===== src/rtl/processor_pkg.sv =====
// rtl/processor_pkg.sv - shared types, 7-segment glyph table and stretcher states
package processor_pkg;

  typedef logic [9:0] word_t;
  typedef logic [1:0] tstep_t;
  typedef logic [6:0] seg_t;

  // Active-low segments, bit order {g,f,e,d,c,b,a}
  localparam seg_t SEG_LUT[16] = '{
    7'b1000000, 7'b1111001, 7'b0100100, 7'b0110000,
    7'b0011001, 7'b0010010, 7'b0000010, 7'b1111000,
    7'b0000000, 7'b0010000, 7'b0001000, 7'b0000011,
    7'b1000110, 7'b0100001, 7'b0000110, 7'b0001110
  };

  typedef enum logic {
    S_IDLE,
    S_LIT
  } stretch_state_t;

endpackage


===== src/rtl/bus_output_port_if.sv =====
// rtl/bus_output_port_if.sv - data bus capture handshake between controller and output port
interface bus_output_port_if;
  import processor_pkg::*;

  word_t DataBus;
  logic  out_en;
  logic  hold;
  logic  out_ack;

  modport master (
    output DataBus,
    output out_en,
    output hold,
    input  out_ack
  );

  modport slave (
    input  DataBus,
    input  out_en,
    input  hold,
    output out_ack
  );

endinterface


===== src/rtl/seg7_decode.sv =====
// rtl/seg7_decode.sv - combinational hex nibble to active-low 7-segment glyph
module seg7_decode
  import processor_pkg::*;
(
  input  logic [3:0] i_nib,
  output seg_t       o_seg
);

  assign o_seg = SEG_LUT[i_nib];

endmodule


===== src/rtl/bus_output_port.sv =====
// rtl/bus_output_port.sv - captures DataBus onto LEDs/hex digits, shows timestep, stretches done
module bus_output_port
  import processor_pkg::*;
#(
  parameter int STRETCH_CYCLES = 25_000_000
) (
  input  logic              CLOCK_50,
  input  logic              Clrb,
  bus_output_port_if.slave  bus,
  input  logic              done,
  input  tstep_t            timestep,
  output word_t             LED_B,
  output seg_t              DHEX0,
  output seg_t              DHEX1,
  output seg_t              DHEX2,
  output seg_t              THEX,
  output logic              LED_D
);

  localparam int CNT_W = $clog2(STRETCH_CYCLES + 1);
  localparam logic [CNT_W-1:0] CNT_LOAD = CNT_W'(STRETCH_CYCLES - 1);

  word_t            r_cap_q;
  tstep_t           r_ts_q;
  logic             r_out_ack;
  stretch_state_t   r_state;
  stretch_state_t   w_state_nxt;
  logic [CNT_W-1:0] r_cnt;
  logic [CNT_W-1:0] w_cnt_nxt;
  logic             w_accept;

  // hold wins over a simultaneous strobe
  assign w_accept = bus.out_en && !bus.hold;

  always_ff @(posedge CLOCK_50) begin
    if (!Clrb) begin
      r_cap_q   <= '0;
      r_ts_q    <= '0;
      r_out_ack <= 1'b0;
    end else begin
      if (w_accept) begin
        r_cap_q <= bus.DataBus;
      end
      r_ts_q    <= timestep;
      r_out_ack <= w_accept;
    end
  end

  always_ff @(posedge CLOCK_50) begin
    if (!Clrb) begin
      r_state <= S_IDLE;
      r_cnt   <= '0;
    end else begin
      r_state <= w_state_nxt;
      r_cnt   <= w_cnt_nxt;
    end
  end

  // Retrigger takes priority over the terminal-count exit
  always_comb begin
    w_state_nxt = r_state;
    w_cnt_nxt   = r_cnt;
    case (r_state)
      S_IDLE: begin
        if (done) begin
          w_state_nxt = S_LIT;
          w_cnt_nxt   = CNT_LOAD;
        end
      end
      S_LIT: begin
        if (done) begin
          w_cnt_nxt = CNT_LOAD;
        end else if (r_cnt == '0) begin
          w_state_nxt = S_IDLE;
        end else begin
          w_cnt_nxt = r_cnt - 1'b1;
        end
      end
      default: begin
        w_state_nxt = S_IDLE;
        w_cnt_nxt   = '0;
      end
    endcase
  end

  assign bus.out_ack = r_out_ack;
  assign LED_B       = r_cap_q;
  assign LED_D       = (r_state == S_LIT);

  seg7_decode u_hex0 (.i_nib(r_cap_q[3:0]),          .o_seg(DHEX0));
  seg7_decode u_hex1 (.i_nib(r_cap_q[7:4]),          .o_seg(DHEX1));
  seg7_decode u_hex2 (.i_nib({2'b00, r_cap_q[9:8]}), .o_seg(DHEX2));
  seg7_decode u_thex (.i_nib({2'b00, r_ts_q}),       .o_seg(THEX));

endmodule


===== src/flat_wrapper.sv =====
// flat-port wrapper written by rule: the top's interface ports become plain ports
module bus_output_port_flat import processor_pkg::*;
#(
  parameter int STRETCH_CYCLES = 25_000_000
)
  (CLOCK_50, Clrb, done, timestep, LED_B, DHEX0, DHEX1, DHEX2, THEX, LED_D, bus_DataBus, bus_out_en, bus_hold, bus_out_ack);
  bus_output_port_if bus_i ();
  input  logic CLOCK_50;
  input  logic Clrb;
  input  logic done;
  input  tstep_t timestep;
  output word_t LED_B;
  output seg_t DHEX0;
  output seg_t DHEX1;
  output seg_t DHEX2;
  output seg_t THEX;
  output logic LED_D;
  input wire logic [$bits(bus_i.DataBus)-1:0] bus_DataBus;
  input wire logic [$bits(bus_i.out_en)-1:0] bus_out_en;
  input wire logic [$bits(bus_i.hold)-1:0] bus_hold;
  output wire logic [$bits(bus_i.out_ack)-1:0] bus_out_ack;
  assign bus_i.DataBus = bus_DataBus;
  assign bus_i.out_en = bus_out_en;
  assign bus_i.hold = bus_hold;
  assign bus_out_ack = bus_i.out_ack;
  bus_output_port #(.STRETCH_CYCLES(STRETCH_CYCLES)) u_core (.CLOCK_50(CLOCK_50), .Clrb(Clrb), .bus(bus_i), .done(done), .timestep(timestep), .LED_B(LED_B), .DHEX0(DHEX0), .DHEX1(DHEX1), .DHEX2(DHEX2), .THEX(THEX), .LED_D(LED_D));
endmodule

===== config.mk =====
export PLATFORM = sky130hd
export DESIGN_NAME = bus_output_port_flat
export DESIGN_NICKNAME = d
export VERILOG_FILES = /design/src/rtl/processor_pkg.sv /design/src/rtl/bus_output_port_if.sv /design/src/rtl/seg7_decode.sv /design/src/rtl/bus_output_port.sv /design/src/flat_wrapper.sv
export SDC_FILE = /design/constraint.sdc
export NUM_CORES = 1
export LEC_CHECK = 0
export ABC_CLOCK_PERIOD_IN_PS = 3300
export CORE_MARGIN = 10
export CORE_UTILIZATION = 50
export CTS_BUF_LIST = sky130_fd_sc_hd__clkbuf_8
export CTS_CLUSTER_DIAMETER = 200
export DETAILED_ROUTE_END_ITERATION = 10
export PLACE_DENSITY = 0.85
export SLEW_MARGIN = 30
export SYNTH_ARGS = -nofsm -noshare
export SYNTH_HDL_FRONTEND = slang
export SYNTH_HIERARCHICAL = 1
export SYNTH_SLANG_ARGS = --single-unit

===== constraint.sdc =====
create_clock -name CLOCK_50 -period 3.3 [get_ports CLOCK_50]
set_clock_uncertainty 0.2 [all_clocks]
set_input_delay 0.495 -clock CLOCK_50 [delete_from_list [all_inputs] [get_ports CLOCK_50]]
set_output_delay 0.495 -clock CLOCK_50 [all_outputs]
set_load 0.05 [all_outputs]

* Word level (Yosys, flattened, before mapping) *
Memories as Yosys holds them, arrays and structs flattened.
Index checks and enable logic that the tools add are counted.

storage, ports and cells
  memories kept = 4
  logic and storage cells = 41
  bits of input ports = 17
  bits in read-only memories = 448
  register bits after elaboration = 39
  output and inout port bits = 40

memories
  memory           depth  bits a word  rd ports  clocked after memory_dff  write ports  RTL line          RTL
  (no name shown)  16     7            1         0                         0            seg7_decode.sv:9  assign o_seg = SEG_LUT[i_nib];
  (no name shown)  16     7            1         0                         0            seg7_decode.sv:9
  (no name shown)  16     7            1         0                         0            seg7_decode.sv:9
  (no name shown)  16     7            1         0                         0            seg7_decode.sv:9

operators by class
  equal/unequal tests = 2
  $lt $le $gt $ge = 4
  reductions and logical operators = 4
  bitwise logic cells = 5
  muxes and demuxes = 16
  add/sub/neg operators = 1

operators by type and width
  kind                                                                   number
  25-bit 2-to-1 mux                                                      3
  7-bit 2-to-1 mux                                                       8
  25-bit one-hot mux with 2 select lines                                 1
  25-bit zero test                                                       1
  25-bit by 1-bit subtractor with 25-bit output (second input constant)  1
  5-bit greater-or-equal comparator (second input constant)              4
  2-bit inverter with 5-bit output                                       2
  4-bit inverter with 5-bit output                                       2
  1-bit 2-to-1 mux                                                       3
  3-bit inequality test (second input constant)                          1
  2-bit inequality test (second input constant)                          1
  1-bit one-hot mux with 2 select lines                                  1
  2-bit AND reduction                                                    1
  1-bit logical AND                                                      1
  1-bit zero test                                                        1
  1-bit inverter                                                         1

* Logic depth before layout (Yosys ltp) *
Gate-level depths: netlist of the first run.

  word-level depth = 4
  gate-level depth with buffers = 8

* By module *
The synthesis of the first run kept the hierarchy.

by module, submodules not included
  module                            cells each  times used  area an instance (um^2)  seq. area each (um^2)
  bus_output_port                   223         1           1,933.1                  780.7
  seg7_decode at u_core.u_hex1 ...  32          3           275.3                    0.0
  seg7_decode at u_core.u_hex0      35          1           247.7                    0.0

* Worst setup path after synthesis of the first run *
OpenSTA, ideal clock, no wires.

  path type = register -> output
  start point = register u_core.r_cap_q[0] (netlist: u_core/LED_B[0])
  end point = output port DHEX0[0]
  path slack = 375 ps
  cell stages (with the launch flop) = 5
  data arrival time = 2,230 ps
  cell sequence = dfxtp_1 ha_1 or2_2 o21ai_0 o21ai_0

between the ends
  cells in the longest elaborated chain, start to end = 4

ends and longest elaborated chain
  element                                                 RTL line               RTL
  from (decl)                                             bus_output_port.sv:23  word_t r_cap_q;
  from (signal assigned)                                  bus_output_port.sv:42  r_cap_q <= bus.DataBus;
  4-bit inverter with 5-bit output (not written as such)  seg7_decode.sv:9
  memory read 16 x 7 bit                                  --
  7-bit 2-to-1 mux (not written as such) (2 in a row)     seg7_decode.sv:9
  to (decl)                                               flat_wrapper.sv:13     output seg_t DHEX0;

Every way passes these cells. The select of a mux whose other input is x is not followed.

* Worst setup path in the final report of the first run *
  start point = register u_core.r_cap_q[4] (netlist: u_core/LED_B[4])
  end point = output port DHEX1[1]

between the ends
  cells in the longest elaborated chain, start to end = 4

ends and longest elaborated chain
  element                                                 RTL line            RTL
  4-bit inverter with 5-bit output (not written as such)  seg7_decode.sv:9
  memory read 16 x 7 bit                                  --
  7-bit 2-to-1 mux (not written as such) (2 in a row)     seg7_decode.sv:9
  to (decl)                                               flat_wrapper.sv:14  output seg_t DHEX1;

Every way passes these cells. The select of a mux whose other input is x is not followed.

==> impl_metrics.py, run 1 <==
metrics = {
    "floorplanning": {
        "die_w_um": 97.5,
        "core_area_um2": 5890,
        "placementRows": 28,
        "die_h_um": 97.5,
        "ioPinCount": 57,
        "dieArea_um2": 9520,
        "start_util_pct": 51.1,
    },
    "cells_and_area": {
        "stdcell_area_um2": 3720,
        "antennaDiodeCount": 0,
        "area_growth_pct": 23.9,
        "finalCoreUtilization_pct": 63.3,
        "nets": 457,
        "layout-drive-gt1-share_pct": 7.06,
    },
    "power": {
        "p_per_area_nw_per_um2": 389,
        "p_leak_uw": 0.00148,
        "vdd_ir_drop_max_uv": 284,
        "power_uw": 1450,
    },
    "timing": {
        "max_freq_mhz": 324,
        "timing.setup.tns_ns": 0,
        "whs_ns": 0.298,
        "fin_crit_sh_pct": 93.6,
        "worst_pin_slew_ns": 0.965,
        "drv_slew": 0,
        "post-route-min-period_ns": 3.09,
        "rsz0062_at_grt": "false",
        "finalSetupViolations": 0,
        "final_hold_viol_count": 0,
        "slew_headroom_pct": 35.1,
    },
    "worst_setup_path": {
        "crit_path_end_kind": "output pin",
        "arrival_ns": 2.39,
        "ff2ff_setup_slack_ns": 0.91,
        "required_ns": 2.60,
        "cpPeakStageDelay_ns": 0.81,
        "ff2ff_path_depth": 5,
        "r2r_end": "u_core/r_cnt[23]",
        "rr_startpoint": "u_core/r_cnt[0]",
        "cpMostUsedCell": "inv_1",
        "worstPathMaxFanout": 9,
        "path_buf_inv": 3,
        "critical_path.slowest_cell": "clkdlybuf4s50_1",
        "path_cells": "inv_1, ha_1, inv_1, mux2i_1, a32o_1, clkdlybuf4s50_1",
        "critPathKind": "reg -> out",
        "startpoint_type": "flip-flop",
        "critPathTopFamily": "buffers and inverters",
    },
    "clock_tree": {
        "cts_tree": "done",
        "cts_buffer_depth": 2,
        "clkLatencyLatePin_ns": 0.30,
        "cts.reportedPaths.clkPinSlew_ns": 0.08,
        "root_buffer": "clkbuf_8",
        "cts_inserted_buffers": 5,
        "post_cts_buffers": 0,
        "cts_hold_buf": 0,
        "htree_levels": 2,
        "clock-sinks": 39,
    },
    "route": {
        "routed_via_density": 5.62,
        "vias": 2731,
        "wl_per_cell_um": 14.9,
        "ant_nets": 0,
        "drc_errors": 0,
        "dr.pass1.iters": 5,
        "drt_wl_total_um": 7250,
        "drtIter0Drc": 169,
    },
    "synthesis": {
        "yosysTopAreaCellShare_pct": 26.0,
        "syn_area_per_cell_um2": 8.49,
        "synthCells": 354,
        "ys_ff_latch": 39,
        "synth_area_leaders": "dfxtp_1 26%, ha_1 12%, nand2_1 4.9%",
        "yosysUniqueCellTypes": 59,
        "synth_edf_count": 0,
        "async_flop_share_pct": 0,
        "synth_commonest_cells": "39 x dfxtp_1, 39 x nand2_1, 30 x ha_1",
        "synthFlopType": "dfxtp_1",
        "synth_area_um2": 3010,
        "seq_area_frac_synth_pct": 26.0,
        "yosysTopAreaCell": "dfxtp_1",
        "yosys_warnings": 6,
    },
    "global_route": {
        "grt_first_pass_wirelength_um": 12200,
        "grt_max_degree": 36,
        "grt_remaining_overflow": 0,
        "grt_pass1_vias": 2608,
        "track_usage_pct": 14.5,
        "antenna_found_initial": 0,
    },
    "placed_design": {
        "port_buffers": 54,
        "gp_congestion": 0.862,
        "placed_cell_area_um2": 3580,
        "dpl.hpwl_um": 5320,
    },
    "min_path": {
        "hp-start": "u_core/r_cnt[24]",
        "min-delay-path-class": "reg -> reg",
        "holdPathEnd": "u_core/r_cnt[24]",
        "whs_path_depth": 2,
    },
    "job": {
        "cap_violations": 0,
    },
    "status": {
        "status": "completed",
    },
}
-- flip-flops by register name (all words and copies together) (netlist names) --
signal              flops
u_core/LED_B           10
u_core/LED_D            1
u_core/bus.out_ack      1
u_core/r_cnt           25
u_core/r_ts_q           2
-- per-stage QoR --
| step | worst slack, ns | instances |
|---|---|---|
| final | 0.211 | 486 |
| after global routing | 0.0355 | 486 |
| after CTS | 0.0347 | 486 |
| after detailed placement | 0.368 | 478 |
| after global placement | 0.463 | 478 |
| after floorplan | 0.375 | 363 |
-- worst max-delay path by stage --
stage               cells after the start       end       startpoint
floorplan                               4  DHEX0[0]  u_core/LED_B[0]
global placement                        6  DHEX1[0]  u_core/LED_B[5]
detailed placement                      6  DHEX1[0]  u_core/LED_B[5]
CTS                                     6  DHEX1[0]  u_core/LED_B[5]
global route                            6  DHEX1[1]  u_core/LED_B[4]
finish                                  6  DHEX1[1]  u_core/LED_B[4]
-- worst min-delay path, cell delays in order (launching register included) --
cell     delay (ns)
dfxtp_1        0.33
nand2_1        0.06
o22ai_1        0.07
-- routing by layer --
metal	routed length [µm]	up-vias	global-route usage, %
met3	524	9	4.55
li1	-	1390	-
met1	3270	1240	17.6
met4	67	0	3.13
met5	0	-	0
met2	3390	92	24.4
-- cells by family (layout without fill, tap and decap cells) --
family	Yosys count	in the layout	synth area share [%]
AND/OR/NAND/NOR	146	146	27.5
AO/OA/AOI/OAI	83	83	18.8
flip-flops	39	39	26.0
adder cells (fa/ha/maj)	30	30	12.5
buffers and inverters	30	78	5.16
multiplexers	20	20	8.45
XOR/XNOR	5	5	1.46
other	1	10	0.125
-- cell type report --
class / instances / area, µm²
Inverter: 15 / 56.3
Fill cell: 487 / 2160
Tap cell: 75 / 93.8
Multi-Input combinational cell: 294 / 2100
Clock inverter: 3 / 67.6
Sequential cell: 39 / 781
Timing Repair Buffer: 55 / 553
Clock buffer: 5 / 68.8
-- what timing repair did --
| item | CTS | global route |
|---|---|---|
| endpoints found under the setup margin | 0 | 2 |
| endpoints found under the hold margin | 0 | 0 |
| gates resized for setup | 0 | 2 |
-- cell usage in the layout (no fill, tap or decap), types with 5 or more instances in the layout --
cell type        instances
nor2_1                  26
conb_1                  10
a22o_1                   6
and2_1                   6
nand4_1                  8
a21oi_1                 16
dfxtp_1                 39
mux2i_1                 13
inv_1                   15
ha_1                    30
and3_1                   5
clkbuf_8                 5
nand2_1                 39
nor3_1                  11
a21boi_0                11
nand3_1                 13
clkdlybuf4s50_1         52
o21ai_0                 18
-- power by group --
group	total [µW]	switching [µW]	internal [µW]
clock network	476	175	301
registers	546	46.6	499
logic	426	263	163
total	1450	484	964
(Power assumes the default switching activity.)
==> run 2: changes to the inputs <==
--- a/config.mk
+++ b/config.mk
@@ -8,9 +8,9 @@
 export ABC_CLOCK_PERIOD_IN_PS = 3300
 export CORE_MARGIN = 10
-export CORE_UTILIZATION = 50
+export CORE_UTILIZATION = 47
 export CTS_BUF_LIST = sky130_fd_sc_hd__clkbuf_8
 export CTS_CLUSTER_DIAMETER = 200
 export DETAILED_ROUTE_END_ITERATION = 10
-export PLACE_DENSITY = 0.85
+export PLACE_DENSITY = 0.81
 export SLEW_MARGIN = 30
 export SYNTH_ARGS = -nofsm -noshare
--- a/constraint.sdc
+++ b/constraint.sdc
@@ -3,3 +3,3 @@
 set_input_delay 0.495 -clock CLOCK_50 [delete_from_list [all_inputs] [get_ports CLOCK_50]]
 set_output_delay 0.495 -clock CLOCK_50 [all_outputs]
-set_load 0.05 [all_outputs]
+set_load 0.02 [all_outputs]
==> run 2 against run 1 <==
  * Register-to-register slack improved by 0.10 ns
  * Final area fell by 1.3%
  * Sequential share of layout area rose by 0.27 points
  * Count of clock-buffer cells in the layout did not move
  * Global-route usage rose by 0.47 points
  * Sequential power fell by 0.7%
  * Worst hold slack got worse by 0.0015 ns
  * Cell count rose by 0.62%
  * First-iteration DRC count fell by 26%
  * Critical path depth fell by 1
  * Core utilization fell by 4.7 points
  * Highest routed layer unchanged
==> impl_metrics.py, run 2 (synthesis gave the netlist of run 1 again) <==
metrics = {
    "cells_and_area": {
        "nets": 458,
        "area_growth_pct": 22.3,
        "multi_input_area_um2": 2100,
        "fillers": 578,
        "regMostFlops": "u_core/r_cnt",
        "ff_latch_area_um2": 781,
        "layout_commonest_cell": "clkdlybuf4s50_1",
        "layout-drive-gt1-share_pct": 7.28,
        "antennaDiodeCount": 0,
        "final_cell_mix": "54 x clkdlybuf4s50_1, 39 x dfxtp_1, 39 x nand2_1, 30 x ha_1, 26 x nor2_1",
        "largest_register_ffs": 25,
        "stdcell_count": 489,
    },
    "worst_setup_path": {
        "startpoint_type": "flip-flop",
        "path_buf_inv": 3,
        "required_ns": 2.60,
        "worstPathMaxFanout": 9,
        "cpPeakStageDelay_ns": 0.57,
        "arrival_ns": 2.38,
        "critPathTopFamily": "buffers and inverters",
        "path_cells": "inv_1, ha_1, inv_1, mux4_1, clkdlybuf4s50_1",
        "cpMostUsedCell": "inv_1",
        "crit_path_end_kind": "output pin",
        "critPathKind": "reg -> out",
        "critical_path.slowest_cell": "clkdlybuf4s50_1",
    },
    "floorplanning": {
        "core_area_um2": 6280,
        "die_w_um": 100,
        "ioPinCount": 57,
        "die_h_um": 100,
        "dieArea_um2": 10000,
        "placementRows": 29,
        "start_util_pct": 47.9,
    },
    "timing": {
        "fin_crit_sh_pct": 93.3,
        "max_freq_mhz": 325,
        "rsz0062_at_grt": "false",
        "finalSetupViolations": 0,
        "slew_headroom_pct": 45.2,
        "final_hold_viol_count": 0,
        "drv_slew": 0,
        "timing.setup.tns_ns": 0,
        "post-route-min-period_ns": 3.08,
        "worst_pin_slew_ns": 0.814,
    },
    "power": {
        "p_per_area_nw_per_um2": 329,
        "p_leak_uw": 0.00143,
        "vdd_ir_drop_max_uv": 208,
    },
    "route": {
        "dr.pass1.iters": 5,
        "drtIter0Drc": 125,
        "vias": 2757,
        "drt_wl_total_um": 7390,
        "drc_errors": 0,
        "wl_per_cell_um": 15.1,
        "routed_via_density": 5.64,
        "ant_nets": 0,
    },
    "clock_tree": {
        "root_buffer": "clkbuf_8",
        "post_cts_buffers": 0,
        "cts_buffer_depth": 2,
        "clkLatencyLatePin_ns": 0.29,
        "clock-sinks": 39,
        "htree_levels": 2,
        "post_cts_resized": 0,
        "cts_hold_buf": 0,
        "cts_tree": "done",
        "cts.reportedPaths.clkPinSlew_ns": 0.08,
        "cts_inserted_buffers": 5,
    },
    "placed_design": {
        "gp_congestion": 0.880,
        "port_buffers": 54,
        "dpl.hpwl_um": 5650,
        "dp_cells": 481,
    },
    "global_route": {
        "grt_first_pass_wirelength_um": 13000,
        "antenna_found_initial": 0,
        "grt_remaining_overflow": 0,
        "grt_max_degree": 23,
        "track_usage_pct": 15.0,
        "grt_pass1_vias": 2771,
    },
    "min_path": {
        "min-delay-path-class": "reg -> reg",
    },
    "job": {
        "cap_violations": 0,
    },
    "status": {
        "status": "completed",
    },
}
-- run 2: worst paths after layout --
path,from,end,slack [ns],cells after the start
setup reg to reg,u_core/r_cnt[0],u_core/r_cnt[10],1.01,7
setup / recovery,u_core/LED_B[4],DHEX1[3],0.22,5
hold reg to reg,u_core/r_cnt[24],u_core/r_cnt[24],0.30,2
hold / removal,u_core/r_cnt[24],u_core/r_cnt[24],0.30,2
-- run 2: power breakdown --
part / switching (µW) / internal, µW
sequential: 43.2 / 499
clock: 172 / 145
combinational: 186 / 165
-- run 2: per-layer routing --
layer,track usage (%),part of all wire [%]
met3,3.98,6.3
met2,25.2,48
met5,0,0
met4,4.46,0.99
met1,18.3,44
-- run 2: worst register-to-register path: stages, from the launching register on --
cell and delay [ns]:
dfxtp_1 0.35, inv_1 0.12, ha_1 0.16, nor3b_1 0.31, nand4_1 0.20, o21a_2 0.37
and3_1 0.21, o31a_1 0.26
-- run 2: area by class of cell --
type | instances | share of cell area, %
Multi-Input combinational cell | 294 | 57.2
Tap cell | 77 | 2.62
Clock buffer | 5 | 1.87
Inverter | 15 | 1.53
Sequential cell | 39 | 21.2
Clock inverter | 3 | 0.408
Timing Repair Buffer | 56 | 15.1
-- run 2: metrics by stage --
step	power, µW	hold WS [ns]	worst slack [ns]	utilization [%]	instance area, µm²
2_1_floorplan	775	0.254	0.992	-	3040
3_3_place_gp	890	0.286	0.644	57.2	3590
3_5_place_dp	900	0.285	0.529	57.2	3590
4_1_cts	1220	0.297	0.205	58.6	3680
5_1_grt	1280	0.304	0.0879	58.6	3680
6_report	1210	0.296	0.220	58.6	3680
==> run 3: changes to the inputs <==
ABC_CLOCK_PERIOD_IN_PS = 2700   (was 3300)
PLACE_DENSITY = 0.84   (was 0.81)
clock period = 2.7 ns   (was 3.3 ns; I/O delays follow)
==> run 3 against run 2 <==
  * Core utilization increased by 2.0 points
  * Power increased by 31%
  * First-iteration DRC count increased by 45%
  * Global-route usage down 0.91 points
  * Count of clock-buffer cells in the layout unchanged
  * Setup slack got worse by 0.095 ns
  * Die area is the same
  * Combinational power increased by 25%
  * Sequential share of layout area decreased by 0.64 points
==> impl_metrics.py, run 3 (synthesis gave the netlist of run 1 again) <==
metrics = {
    "timing": {
        "max_freq_mhz": 388,
        "worst_pin_slew_ns": 0.528,
        "final_hold_viol_count": 0,
        "rsz0062_at_grt": "false",
        "slew_headroom_pct": 64.7,
        "finalSetupViolations": 0,
        "timing.setup.tns_ns": 0,
        "drv_slew": 0,
        "fin_crit_sh_pct": 95.4,
        "post-route-min-period_ns": 2.57,
    },
    "clock_tree": {
        "cts_inserted_buffers": 5,
        "cts.reportedPaths.clkPinSlew_ns": 0.08,
        "root_buffer": "clkbuf_8",
        "clock-sinks": 39,
        "cts_buffer_depth": 2,
        "clkLatencyLatePin_ns": 0.30,
        "htree_levels": 2,
        "cts_tree": "done",
        "post_cts_buffers": 0,
    },
    "job": {
        "cap_violations": 0,
    },
    "global_route": {
        "track_usage_pct": 14.1,
        "grt_remaining_overflow": 0,
        "grt_first_pass_wirelength_um": 12100,
        "grt_pass1_vias": 2645,
        "grt_max_degree": 26,
        "antenna_found_initial": 0,
    },
    "status": {
        "status": "completed",
    },
    "floorplanning": {
        "core_area_um2": 6280,
        "dieArea_um2": 10000,
        "start_util_pct": 47.9,
        "placementRows": 29,
        "ioPinCount": 57,
        "die_w_um": 100,
        "die_h_um": 100,
    },
    "cells_and_area": {
        "layout-drive-gt1-share_pct": 10.2,
        "antennaDiodeCount": 0,
        "layout_commonest_cell": "clkdlybuf4s50_1",
        "stdcell_count": 500,
        "nets": 469,
        "area_growth_pct": 26.5,
        "regMostFlops": "u_core/r_cnt",
        "final_cell_mix": "40 x clkdlybuf4s50_1, 39 x nand2_1, 37 x dfxtp_1, 30 x ha_1, 26 x nor2_1",
        "largest_register_ffs": 25,
        "stdcell_area_um2": 3800,
        "finalCoreUtilization_pct": 60.6,
        "fillers": 550,
    },
    "worst_setup_path": {
        "path_cells": "inv_1, ha_1, and2b_2, or3b_1, o21ai_0, dlygate4sd2_1",
        "cpPeakStageDelay_ns": 0.36,
        "crit_path_end_kind": "output pin",
        "critical_path.slowest_cell": "or3b_1",
        "required_ns": 2.10,
        "startpoint_type": "flip-flop",
        "arrival_ns": 1.97,
        "worstPathMaxFanout": 5,
        "critPathKind": "reg -> out",
    },
    "route": {
        "vias": 2785,
        "met3WireLength_um": 452,
        "met2WireLength_um": 3590,
        "wl_per_cell_um": 14.7,
        "drc_errors": 0,
        "drtIter0Drc": 181,
        "dr.pass1.iters": 4,
        "met1_length_um": 3240,
        "ant_nets": 0,
        "routed_via_density": 5.57,
        "drt_wl_total_um": 7350,
        "routed.top_layer": "met4",
    },
    "placed_design": {
        "dpl.hpwl_um": 5630,
        "gp_congestion": 0.861,
        "dp_cells": 492,
        "placed_cell_area_um2": 3680,
        "port_buffers": 54,
    },
    "power": {
        "p_sw_uw": 489,
        "switching_share_pct": 31.0,
        "p_comb_share_pct": 27.8,
        "vdd_ir_drop_max_uv": 315,
        "power_frac_seq_pct": 41.7,
        "intPower_uw": 1090,
        "p_leak_uw": 0.00163,
        "p_per_area_nw_per_um2": 415,
        "clkPwrFrac_pct": 30.5,
    },
    "min_path": {
        "min-delay-path-class": "reg -> reg",
    },
}
-- run 3: area by class of cell --
class	count	area (µm²)	share of cell area (%)
clock buffer	5	68.8	1.81
sequential	39	783	20.6
clock inverter	3	43.8	1.15
inverter	15	56.3	1.48
timing repair buffer	67	651	17.1
tap	77	96.3	2.53
multi-input combinational	294	2100	55.3
-- run 3: per-stage QoR --
| step | power, µW | worst slack, ns | hold WS (ns) |
|---|---|---|---|
| 2_1_floorplan | 947 | 0.482 | 0.254 |
| 3_3_place_gp | 1100 | 0.228 | 0.285 |
| 3_5_place_dp | 1110 | 0.149 | 0.282 |
| 4_1_cts | 1590 | 0.00139 | 0.294 |
| 5_1_grt | 1670 | 0.0143 | 0.322 |
| 6_report | 1580 | 0.126 | 0.291 |
-- run 3: path summary, 6_finish.rpt --
check | start | end | slack [ns] | cells after the start
worst max-delay path | u_core/LED_B[5] | DHEX1[0] | 0.13 | 6
worst min-delay path | u_core/r_cnt[24] | u_core/r_cnt[24] | 0.29 | 2
worst max register to register | u_core/r_cnt[4] | u_core/r_cnt[10] | 0.45 | 5
worst min register to register | u_core/r_cnt[24] | u_core/r_cnt[24] | 0.29 | 2
-- run 3: power groups by stage --
stage               logic, µW  clock network [µW]  registers [µW]
detailed placement        443                   0             670
global route              481                 523             664
CTS                       438                 499             657
global placement          433                   0             668
finish                    439                 482             658
floorplan                 276                   0             671
-- run 3: worst max-delay path: cells and delay by family, from the launching register on --
family                     cells  cell delay, ns
adders and majority gates      1            0.21
buffers and inverters          2            0.49
and+or+nand+nor                2            0.59
DFF                            1            0.31
AOI/OAI and AO/OA              1            0.07
-- run 3: metal layers --
layer  global-route usage, %  vias to the layer above
li1                        -                     1408
met2                    24.5                       66
met1                    16.8                     1304
met5                       0                        -
met3                    3.85                        7
met4                    3.26                        0
-- run 3: timing repair --
item,in CTS,in global routing
hold buffers,0,0
setup endpoints to repair,6,9
gates resized for setup,6,10
endpoints found under the hold margin,0,0
cloned,0,0
